<file path="src/rtl/ddr_host_sequencer_pkg.sv">
// ddr_host_sequencer_pkg: shared command/state encodings and sizing helpers
package ddr_host_sequencer_pkg;

    localparam int ASIZE_DEF = 23;
    localparam int DSIZE_DEF = 128;

    typedef enum logic [2:0] {
        CMD_NOP       = 3'd0,
        CMD_READA     = 3'd1,
        CMD_WRITEA    = 3'd2,
        CMD_PRECHARGE = 3'd4,
        CMD_LOAD_MODE = 3'd5
    } cmd_t;

    typedef enum logic [2:0] {
        INIT_PRE,
        INIT_LMR,
        IDLE,
        CMD_WAIT,
        WR_DATA,
        RD_WAIT,
        RD_DATA
    } state_t;

    function automatic int ctr_width(input int burst, input int rd_lat, input int wr_dly);
        return $clog2(burst + rd_lat + wr_dly + 1);
    endfunction

endpackage

</file>
<file path="src/rtl/ddr_host_sequencer_beat_timer.sv">
// ddr_beat_timer: cycle counter started by CMDACK, flags the data window and beat index
module ddr_beat_timer
    import ddr_host_sequencer_pkg::*;
#(
    parameter int BURST  = 2,
    parameter int RD_LAT = 5,
    parameter int WR_DLY = 2,
    parameter int CW     = ctr_width(BURST, RD_LAT, WR_DLY),
    parameter int BW     = (BURST > 1) ? $clog2(BURST) : 1
) (
    input  logic          clk,
    input  logic          rst,
    input  logic          load,
    input  logic [CW-1:0] first,
    output logic          in_win,
    output logic          last,
    output logic          done,
    output logic [BW-1:0] beat
);
    localparam int XW = CW + 1;

    logic [CW-1:0] cyc;
    logic [XW-1:0] idx;
    logic [XW-1:0] lo;
    logic [XW-1:0] hi;

    // Index of the current cycle relative to CMDACK (0 on the ack cycle itself) and window flags
    always_comb begin
        idx    = load ? '0 : {1'b0, cyc};
        lo     = {1'b0, first};
        hi     = lo + XW'(BURST);
        in_win = idx >= lo && idx < hi;
        last   = idx == hi - XW'(1);
        done   = idx >= hi;
        beat   = BW'(idx - lo);
    end

    // Count cycles since the ack, saturating so a request never wraps the counter
    always_ff @(posedge clk) begin
        if (rst) cyc <= '0;
        else if (load) cyc <= CW'(1);
        else if (cyc != '1) cyc <= cyc + CW'(1);
    end

endmodule

</file>
<file path="src/rtl/ddr_host_sequencer.sv">
// ddr_host_sequencer: init sequence plus one-at-a-time read/write request sequencing for ddr_sdram
module ddr_host_sequencer
    import ddr_host_sequencer_pkg::*;
#(
    parameter int              ASIZE     = ASIZE_DEF,
    parameter int              DSIZE     = DSIZE_DEF,
    parameter int              BURST     = 2,
    parameter int              WR_DLY    = 2,
    parameter int              RD_LAT    = 5,
    parameter logic [ASIZE-1:0] MODE_WORD = ASIZE'(23'h000022)
) (
    input  logic                     CLK,
    input  logic                     RESET,
    input  logic                     req_valid,
    output logic                     req_ready,
    input  logic                     req_write,
    input  logic [ASIZE-1:0]         req_addr,
    input  logic [DSIZE*BURST-1:0]   req_wdata,
    input  logic [DSIZE/8*BURST-1:0] req_wmask,
    output logic                     rsp_valid,
    output logic [DSIZE*BURST-1:0]   rsp_rdata,
    output logic                     init_done,
    output logic [2:0]               CMD,
    output logic [ASIZE-1:0]         ADDR,
    input  logic                     CMDACK,
    output logic [DSIZE-1:0]         DATAIN,
    output logic [DSIZE/8-1:0]       DM,
    input  logic [DSIZE-1:0]         DATAOUT
);
    localparam int MW = DSIZE / 8;
    localparam int CW = ctr_width(BURST, RD_LAT, WR_DLY);
    localparam int BW = (BURST > 1) ? $clog2(BURST) : 1;

    state_t                 state;
    logic                   wr_q;
    logic [DSIZE*BURST-1:0] wdata_q;
    logic [MW*BURST-1:0]    wmask_q;
    logic                   ack;
    logic                   in_win;
    logic                   last;
    logic                   done;
    logic [BW-1:0]          beat;

    // An acknowledge only counts while a command is actually on the bus
    always_comb ack = CMDACK && CMD != CMD_NOP;

    // Write windows are looked up one cycle early because DATAIN/DM are registered
    ddr_beat_timer #(
        .BURST (BURST),
        .RD_LAT(RD_LAT),
        .WR_DLY(WR_DLY),
        .CW    (CW),
        .BW    (BW)
    ) u_timer (
        .clk   (CLK),
        .rst   (RESET),
        .load  (state == CMD_WAIT && ack),
        .first (wr_q ? CW'(WR_DLY - 1) : CW'(RD_LAT)),
        .in_win(in_win),
        .last  (last),
        .done  (done),
        .beat  (beat)
    );

    // Sequencer FSM with all host and controller outputs registered
    always_ff @(posedge CLK) begin
        if (RESET) begin
            state     <= INIT_PRE;
            CMD       <= CMD_NOP;
            ADDR      <= '0;
            DATAIN    <= '0;
            DM        <= '0;
            req_ready <= 1'b0;
            rsp_valid <= 1'b0;
            rsp_rdata <= '0;
            init_done <= 1'b0;
            wr_q      <= 1'b0;
            wdata_q   <= '0;
            wmask_q   <= '0;
        end else begin
            rsp_valid <= 1'b0;
            case (state)
                INIT_PRE: begin
                    if (ack) begin
                        CMD   <= CMD_NOP;
                        state <= INIT_LMR;
                    end else begin
                        CMD  <= CMD_PRECHARGE;
                        ADDR <= '0;
                    end
                end
                INIT_LMR: begin
                    if (ack) begin
                        CMD       <= CMD_NOP;
                        DM        <= '1;
                        init_done <= 1'b1;
                        req_ready <= 1'b1;
                        state     <= IDLE;
                    end else begin
                        CMD  <= CMD_LOAD_MODE;
                        ADDR <= MODE_WORD;
                    end
                end
                IDLE: begin
                    if (req_valid && req_ready) begin
                        wr_q      <= req_write;
                        ADDR      <= req_addr;
                        wdata_q   <= req_wdata;
                        wmask_q   <= req_wmask;
                        DATAIN    <= req_write ? req_wdata[DSIZE-1:0] : DATAIN;
                        CMD       <= req_write ? CMD_WRITEA : CMD_READA;
                        req_ready <= 1'b0;
                        state     <= CMD_WAIT;
                    end
                end
                CMD_WAIT: begin
                    if (ack) begin
                        CMD   <= CMD_NOP;
                        state <= wr_q ? WR_DATA : RD_WAIT;
                        if (wr_q && in_win) begin
                            DATAIN <= wdata_q[beat*DSIZE +: DSIZE];
                            DM     <= wmask_q[beat*MW +: MW];
                        end
                    end
                end
                WR_DATA: begin
                    if (done) begin
                        DATAIN    <= wdata_q[DSIZE-1:0];
                        DM        <= '1;
                        req_ready <= 1'b1;
                        state     <= IDLE;
                    end else begin
                        DATAIN <= in_win ? wdata_q[beat*DSIZE +: DSIZE] : wdata_q[DSIZE-1:0];
                        DM     <= in_win ? wmask_q[beat*MW +: MW] : '1;
                    end
                end
                RD_WAIT, RD_DATA: begin
                    if (in_win) rsp_rdata[beat*DSIZE +: DSIZE] <= DATAOUT;
                    if (last) begin
                        rsp_valid <= 1'b1;
                        req_ready <= 1'b1;
                        state     <= IDLE;
                    end else if (in_win) begin
                        state <= RD_DATA;
                    end
                end
                default: state <= INIT_PRE;
            endcase
        end
    end

endmodule

</file>
<file path="config.mk">
export PLATFORM = sky130hd
export DESIGN_NAME = ddr_host_sequencer
export DESIGN_NICKNAME = d
export VERILOG_FILES = /design/src/rtl/ddr_host_sequencer_pkg.sv /design/src/rtl/ddr_host_sequencer_beat_timer.sv /design/src/rtl/ddr_host_sequencer.sv
export SDC_FILE = /design/constraint.sdc
export NUM_CORES = 2
export LEC_CHECK = 0
export CORE_AREA = 2 2 340 342
export DETAILED_ROUTE_END_ITERATION = 10
export DIE_AREA = 0 0 342 344
export GPL_TIMING_DRIVEN = 0
export PLACE_DENSITY = 0.55
export SKIP_LAST_GASP = 1
export SLEW_MARGIN = 10
export SYNTH_ARGS = -nofsm -noshare
export SYNTH_HDL_FRONTEND = slang
export SYNTH_SLANG_ARGS = --single-unit
</file>
<file path="constraint.sdc">
create_clock -name CLK -period 4.62 [get_ports CLK]
set_clock_uncertainty 0.2 [all_clocks]
set_input_delay 0.924 -clock CLK [delete_from_list [all_inputs] [get_ports CLK]]
set_output_delay 0.924 -clock CLK [all_outputs]
set_load 0.1 [all_outputs]
</file>
==> impl_metrics.tcl <==
set metrics [dict create \
    status "complete, no violations" \
    hpwlAfterDp_mm 123.8 \
    cap_violations 0 \
    synth_seq_cells 725 \
    gp_congestion 0.9119 \
    nets 5281 \
    dieArea_um2 117600 \
    tritoncts "built" \
    cts_made_buffers 89 \
    wl_per_cell_um 25.07 \
    final_cells 6421 \
    grt_max_degree 13 \
    setup_violations 0 \
    final_cell_mix "clkdlybuf4s50_1, nand2_1, dfxtp_1" \
    multi_input_area_um2 15500 \
    async_flop_share_pct 0 \
    avgSynthCellArea_um2 8.268 \
    initial_core_util_pct 28.11 \
    ys_types 60 \
    synth_edf_count 0 \
    worst_slew_pin_slew_ns 1.312 \
    required_ns 5.02 \
    peakVddDrop_mv 0.2887 \
    rows 124 \
    hold_buffers 0 \
    clkLatencyLatePin_ns 0.67 \
    maxSlewHeadroom_pct 12.29 \
    dpl.cell_count 6256 \
    syn_nets 4318 \
    path_cells "buf_4, and3b_1, buf_4, buf_2, buf_2, nand2_1, and2_1, ha_1, nor3b_2, o2111a_1, buf_2, buf_2, nand3_1, a21oi_1" \
    cp.buffers_inverters 6 \
    final_common_cell "clkdlybuf4s50_1" \
    syn_to_final_growth_pct 42.29 \
    dieWidth_um 342 \
    seq_area_frac_synth_pct 45.34 \
    htreeDepth 3 \
    min_path_type "flip-flop to flip-flop" \
    fillers 11740 \
    critical-path-top-delay-family "buffers and inverters" \
    cts_setup_buffers 0 \
    slowest_delay_ns 0.48 \
    cp_slowest_cell "buf_2" \
    path_class "flip-flop to flip-flop" \
    slew_violations 0 \
    antenna_left 0 \
    first_global_vias 32750 \
    seq_area_um2 14510 \
    rsz0062_at_grt "no" \
    finalCritPeriodShare_pct 94.99 \
    pre_cts_slack_ns -0.2485 \
    drive_above_1_share_pct 9.945 \
    overflow 0 \
    yosysWarnings 0 \
    antenna_found_initial 29 \
    grt_pass1_wl_mm 227.1 \
    portBuffers 871 \
    p_leak_uw 0.01631 \
    crit_fanout 10 \
    drc_errors 0 \
    worstSetupStartpointType "flip-flop" \
    core_area_um2 113900 \
    hold_violations 0 \
    arrival_ns 4.79 \
    vias 33490 \
    fp.dieH_um 344 \
    path_clk_slew_ns 0.06 \
    fin_ws_ns 0.2314 \
    boundaryPins 873 \
    clock_path_buffers 3 \
    max_freq_mhz 227.9 \
    grt_use_total_pct 26.08 \
    crit_path_end_kind "flip-flop" \
    crit_top_cell "buf_2" \
    syn_inst 3872 \
    first_pass_iters 6 \
    synth_flop_cell "dfxtp_1" \
    avgViaCountPerCell 5.216 \
    cts.sinks 725 \
    routed_wl_mm 161.0 \
    cts_root_buf "clkbuf_16" \
    synth_area_um2 32010 \
    min_period_ns 4.389 \
    first_iter_violations 2153 \
    powerDensity_nw_per_um2 316.5 \
]
-- worst register-to-register path, stage by stage, from the launching register on --
cell and delay [ns]:
dfxtp_1 0.32, buf_4 0.19, and3b_1 0.22, buf_4 0.15, buf_2 0.30, buf_2 0.34, nand2_1 0.11, and2_1 0.17
ha_1 0.32, nor3b_2 0.40, o2111a_1 0.43, buf_2 0.49, buf_2 0.35, nand3_1 0.17, a21oi_1 0.17
-- worst paths after layout --
| check | from | endpoint | slack [ns] | cells after the start |
|---|---|---|---|---|
| worst max register to register | state[2]$_SDFFE_PP0P_ | rsp_rdata[201]$_SDFFE_PP0P_ | 0.23 | 14 |
| worst max-delay path | state[2]$_SDFFE_PP0P_ | rsp_rdata[201]$_SDFFE_PP0P_ | 0.23 | 14 |
| worst min-delay path | wmask_q[7]$_SDFFE_PP0P_ | wmask_q[7]$_SDFFE_PP0P_ | 0.25 | 2 |
| worst min register to register | wmask_q[7]$_SDFFE_PP0P_ | wmask_q[7]$_SDFFE_PP0P_ | 0.25 | 2 |
-- kinds of logic after synthesis --
logic type      Yosys count  synth area share [%]
fa+ha+maj                 2               0.07816
flops                   725                 45.34
buf+inv                 436                 6.261
xor+xnor                  2               0.05473
simple gates           1299                 20.10
compound gates         1277                 24.06
mux                     131                 4.100
-- where the power goes --
part / internal [µW] / leakage [µW] / switching [µW]
Sequential: 6270 / 0.00584 / 12.5
Combinational: 465 / 0.00907 / 659
Clock: 4090 / 0.00140 / 2930
-- synth_stat cells, drive strengths merged, types with 2 or more instances --
library cell | n | share of area (%)
nand3 | 260 | 4.1
a21oi | 554 | 8.7
nor4b | 15 | 0.41
ha | 2 | 0.078
or4b | 113 | 3.5
nand2b | 3 | 0.059
nor4 | 2 | 0.039
dfxtp | 725 | 45
nand4b | 2 | 0.055
inv | 20 | 0.23
a211oi | 128 | 3.9
o211a | 2 | 0.063
buf | 177 | 3.2
o211ai | 2 | 0.047
o2111a | 2 | 0.070
nand2 | 743 | 8.7
o21ai | 404 | 6.3
nor2b | 4 | 0.086
nor3 | 134 | 2.7
nor3b | 3 | 0.070
and3 | 2 | 0.039
a311o | 2 | 0.063
and3b | 2 | 0.055
o31a | 114 | 3.1
a41oi | 15 | 0.41
a2111oi | 2 | 0.055
a22o | 21 | 0.57
nor2 | 11 | 0.13
mux2i | 130 | 4.1
a31oi | 18 | 0.35
o32ai | 2 | 0.055
or3 | 2 | 0.039
clkbuf | 239 | 2.8
o31ai | 3 | 0.10
-- final cells by class --
cell class	instances	area share, %
Clock buffer	131	5.677
Clock inverter	22	0.6015
Sequential cell	725	31.86
Buffer	416	4.249
Multi-Input combinational cell	2711	34.03
Tap cell	1512	4.153
Timing Repair Buffer	872	19.20
Inverter	20	0.1648
Antenna cell	12	0.06592
-- what timing repair did --
action,4_1_cts,5_1_grt
endpoints found under the hold margin,0,0
pin swaps,0,0
setup endpoints to repair,339,245
resized for setup,1,4
-- stage by stage --
stage               area [µm²]  hold slack, ns  total power (µW)  utilization [%]  setup TNS, ns
floorplan                32010          0.2357              6806                -              0
finish                   45550          0.2541             14420            40.00              0
detailed placement       42650          0.2471              7539            37.46         -28.38
global placement         42620          0.2441              7538            37.43         -18.57
global route             45540          0.2748             14820            39.99              0
CTS                      45520          0.2548             14530            39.97              0
-- metal layers --
layer / vias to the layer above / routed length [µm] / GRT usage, %
met5: - / 185 / 0
met4: 28 / 5464 / 8.562
met3: 236 / 12930 / 7.407
met2: 1247 / 78430 / 45.62
met1: 16220 / 63960 / 30.60
li1: 15760 / - / -
-- flip-flops by register name (all words and copies together), names as in the netlist --
signal and flops:
wmask_q 32, state 3, init_done 1, rsp_valid 1, CMD 3, req_ready 1
DATAIN 128, DM 16, rsp_rdata 256, wdata_q 256, u_timer.cyc 4, ADDR 23
wr_q 1
(Power assumes the default switching activity.)
